`src/rtl/la_debounce.sv`:
```
// Pad-input conditioner: multi-flop synchronizer followed by a stability-count filter
// producing a clean level plus registered one-cycle rise/fall pulses.
module la_debounce #(
    parameter int SYNCSTAGES = 2,
    parameter int CW         = 16,
    parameter     PROP       = "DEFAULT"
) (
    input  logic          clk,
    input  logic          nreset,
    input  logic          a,
    input  logic          en,
    input  logic [CW-1:0] cfg_limit,
    output logic          z,
    output logic          rise,
    output logic          fall,
    output logic          busy
);

    typedef enum logic [0:0] {
        IDLE  = 1'b0,
        CHECK = 1'b1
    } state_t;

    logic [SYNCSTAGES-1:0] sync_q;
    logic                  a_s;

    state_t                state_q, state_d;
    logic [CW-1:0]         cnt_q, cnt_d;
    logic                  z_q, z_d;
    logic                  rise_q, rise_d;
    logic                  fall_q, fall_d;

    genvar gi;
    generate
        for (gi = 0; gi < SYNCSTAGES; gi++) begin : g_sync
            if (gi == 0) begin : g_first
                always_ff @(posedge clk or negedge nreset) begin
                    if (!nreset) sync_q[gi] <= 1'b0;
                    else         sync_q[gi] <= a;
                end
            end else begin : g_chain
                always_ff @(posedge clk or negedge nreset) begin
                    if (!nreset) sync_q[gi] <= 1'b0;
                    else         sync_q[gi] <= sync_q[gi-1];
                end
            end
        end

        // Technology-specific variants swap in their own synchronizer cell here.
        if (PROP == "DEFAULT") begin : g_generic
            assign a_s = sync_q[SYNCSTAGES-1];
        end else begin : g_tech
            assign a_s = sync_q[SYNCSTAGES-1];
        end
    endgenerate

    always_ff @(posedge clk or negedge nreset) begin
        if (!nreset) begin
            state_q <= IDLE;
            cnt_q   <= '0;
            z_q     <= 1'b0;
            rise_q  <= 1'b0;
            fall_q  <= 1'b0;
        end else begin
            state_q <= state_d;
            cnt_q   <= cnt_d;
            z_q     <= z_d;
            rise_q  <= rise_d;
            fall_q  <= fall_d;
        end
    end

    // The >= test caps cnt at cfg_limit, so the counter can never wrap.
    always_comb begin
        state_d = state_q;
        cnt_d   = '0;
        z_d     = z_q;
        rise_d  = 1'b0;
        fall_d  = 1'b0;
        case (state_q)
            IDLE: begin
                if (en && (a_s != z_q)) state_d = CHECK;
            end
            CHECK: begin
                if (!en) begin
                    state_d = IDLE;
                end else if (a_s == z_q) begin
                    state_d = IDLE;
                end else if (cnt_q >= cfg_limit) begin
                    z_d     = a_s;
                    rise_d  = a_s;
                    fall_d  = ~a_s;
                    state_d = IDLE;
                end else begin
                    cnt_d = cnt_q + CW'(1);
                end
            end
            default: state_d = IDLE;
        endcase
    end

    assign z    = z_q;
    assign rise = rise_q;
    assign fall = fall_q;
    assign busy = (state_q == CHECK);

endmodule

```
`config.mk`:
```
export PLATFORM = sky130hd
export DESIGN_NAME = la_debounce
export DESIGN_NICKNAME = d
export VERILOG_FILES = /design/src/rtl/la_debounce.sv
export SDC_FILE = /design/constraint.sdc
export NUM_CORES = 1
export LEC_CHECK = 0
export CELL_PAD_IN_SITES_DETAIL_PLACEMENT = 1
export CELL_PAD_IN_SITES_GLOBAL_PLACEMENT = 2
export CORE_MARGIN = 2
export CORE_UTILIZATION = 32
export DETAILED_ROUTE_END_ITERATION = 12
export GPL_TIMING_DRIVEN = 0
export PLACE_DENSITY_LB_ADDON = 0.1
export SETUP_SLACK_MARGIN = 0.5
export SYNTH_ARGS = -nofsm -noshare
export SYNTH_HDL_FRONTEND = slang
export SYNTH_SLANG_ARGS = --single-unit
```
`constraint.sdc`:
```
create_clock -name clk -period 3.4 [get_ports clk]
set_clock_uncertainty 0.2 [all_clocks]
set_input_delay 1.02 -clock clk [delete_from_list [all_inputs] [get_ports clk]]
set_output_delay 1.02 -clock clk [all_outputs]
set_load 0.05 [all_outputs]
```
==> reports/qor.yml <==
slew_headroom: 0.317
cp-end-kind: "register"
clk_latency_ns: 0.27
fp.dieW_um: 69.0
drc: 0
cts_tree: "yes"
grt_max_degree: 23
timing.final.hold_violations: 0
dp_hpwl_mm: 2.48
start_util: 0.336
drive_gt1_frac: 0.287
io_buffer_count: 23
worstSetupPathType: "in2reg"
p_total_uw: 583
fp-row-count: 23
tightest_slew_ns: 1.02
rsz0062_at_grt: "yes"
critPathArrivalTime_ns: 2.97
dpl-instance-area_um2: 1730
fin_crit_sh: 0.886
vias: 1135
yosys.area.top_type_share: 0.407
max_cap_violations: 0
finalNetCount: 216
status: "finished clean"
postLayoutCellArea_um2: 1970
gp_congestion: 0.751
diodes: 0
num-fill-cells: 443
ir_worst_vdd_mv: 0.153
post_synth.cell_area_avg_um2: 9.40
p_per_area_nw_per_um2: 295
syn_area_um2: 1350
synth.distinct_cells: 27
cts_num_sinks: 22
fmax_ghz: 0.332
antenna_left: 0
grt_pass1_vias: 1250
cp_max_fo: 3
h-tree-depth: 1
ys_top_cells_by_area: "dfrtp_1 (41%), ha_1 (16%), xor2_1 (6.5%)"
syn_to_final_growth_pct: 45.8
num_io_pins: 24
layout_common_cells: "nor2_1 (22), dfrtp_1 (22), ha_4 (11), clkdlybuf4s50_1 (11)"
cp.required_ns: 3.36
ys_warn_count: 0
grt_pass1_wl_mm: 6.01
routedWlPerCell_um: 15.1
die_h_um: 69.0
cellLeakagePower_uw: 0.000840
antenna_found_initial: 0
cp-start-kind: "input port"
fin_crit_ns: 3.01
fin_tns_setup_ns: 0
seq_area_frac_synth: 0.407
clk_pin_slew_worst_paths_ns: 0.09
finalSetupViolations: 0
clock-root-buffer: "clkbuf_8"
vias_per_cell: 4.98
numCtsBuffers: 3
synthCells: 144
globalRouteTotalUtil: 0.157
drtIter0Drc: 42
wl_mm: 3.45
drt_pass1_iterations: 4
final_max_slew_viol_count: 0
core_um2: 4030
ys_ff_latch: 22
holdCritPathClass: "reg2reg"
yosysTopAreaCell: "dfrtp_1"
clockBufferDepth: 2
syn_nets: 181
die_area_um2: 4770
grt_overflow_total: 0
==> registers in the layout (all words and copies together) (netlist names) <==
register,flops
cnt_q,16
a_s,1
busy,1
fall,1
rise,1
sync_q,1
z,1
==> critical path: stages <==
cell	delay (ns)
buf_6	0.07
inv_4	0.03
ha_4	0.25
nand4_1	0.12
or3_4	0.36
or4_4	0.58
a31oi_4	0.21
mux2_4	0.32
==> kinds of logic (layout without fill, tap and decap cells) <==
logic type	Yosys count	in the layout	synth area share
simple gates	60	60	0.219
flops	22	22	0.407
buf+inv	19	53	0.0555
fa+ha+maj	17	17	0.157
xor+xnor	15	15	0.0970
compound gates	10	10	0.0564
mux	1	1	0.00832
==> routing by layer <==
| metal | GRT usage | vias up | part of all wire |
|---|---|---|---|
| li1 | - | 549 | - |
| met1 | 0.190 | 563 | 0.42 |
| met2 | 0.285 | 19 | 0.53 |
| met3 | 0.0263 | 4 | 0.035 |
| met4 | 0.0392 | 0 | 0.010 |
| met5 | 0 | - | 0 |
==> layout make-up <==
type                    count  area (µm²)  share of cell area
plain buffers               1        11.3             0.00570
multi-input cells         103         921               0.466
repair buffers             30         278               0.141
inverters                  18        80.1              0.0406
well taps                  50        62.6              0.0317
flip-flops and latches     22         551               0.279
clock buffers               3        41.3              0.0209
clock inverters             1        30.0              0.0152
==> cells in the mapped netlist <==
cell and count:
nor4_2 1, dfrtp_1 22, nor2b_1 1, a21oi_1 5, nor2_1 22, a2111oi_0 1, or2_2 1, or4_4 1
nand2b_1 1, nand2_1 11, mux2_1 1, nand3_1 10, buf_4 1, nor3_1 3, nand4_1 5, a31o_2 1
inv_1 18, or3_1 1, ha_1 17, nand4b_2 1, a31oi_4 1, xor2_1 10, o21ai_0 1, o21a_1 1
and2_1 1, and3_1 1, xnor2_1 5
==> through the flow <==
step	hold slack (ns)	utilization	std cells	setup slack [ns]
CTS	0.157	0.481	227	0.352
detailed placement	0.136	0.428	217	-0.354
finish	0.155	0.490	228	0.387
global route	0.166	0.490	228	0.338
floorplan	0.131	-	144	0.404
global placement	0.134	0.428	217	-0.325
==> report_power, final <==
part / internal, µW / switching (µW)
clock network: 157 / 91.4
logic: 37.3 / 31.6
registers: 264 / 1.75
total: 458 / 125
==> timing repair <==
action | 4_1_cts | 5_1_grt
buffers inserted | 5 | 1
pin swaps | 13 | 6
hold buffers | 0 | 0
gates resized for setup | 51 | 9
gates cloned | 1 | 0
setup endpoints to repair | 20 | 18
==> worst paths after layout <==
kind                             end          start  slack (ns)  cells after the start
setup reg to reg                   z      cnt_q[12]        0.76                      6
min in group asynchronous       busy         nreset        1.11                      1
hold / removal                   a_s      sync_q[0]        0.15                      0
setup / recovery                   z  cfg_limit[14]        0.39                      8
max in group asynchronous  cnt_q[10]         nreset        1.27                      1
hold reg to reg                  a_s      sync_q[0]        0.15                      0
No activity file was read; power rests on OpenSTA's default activity.
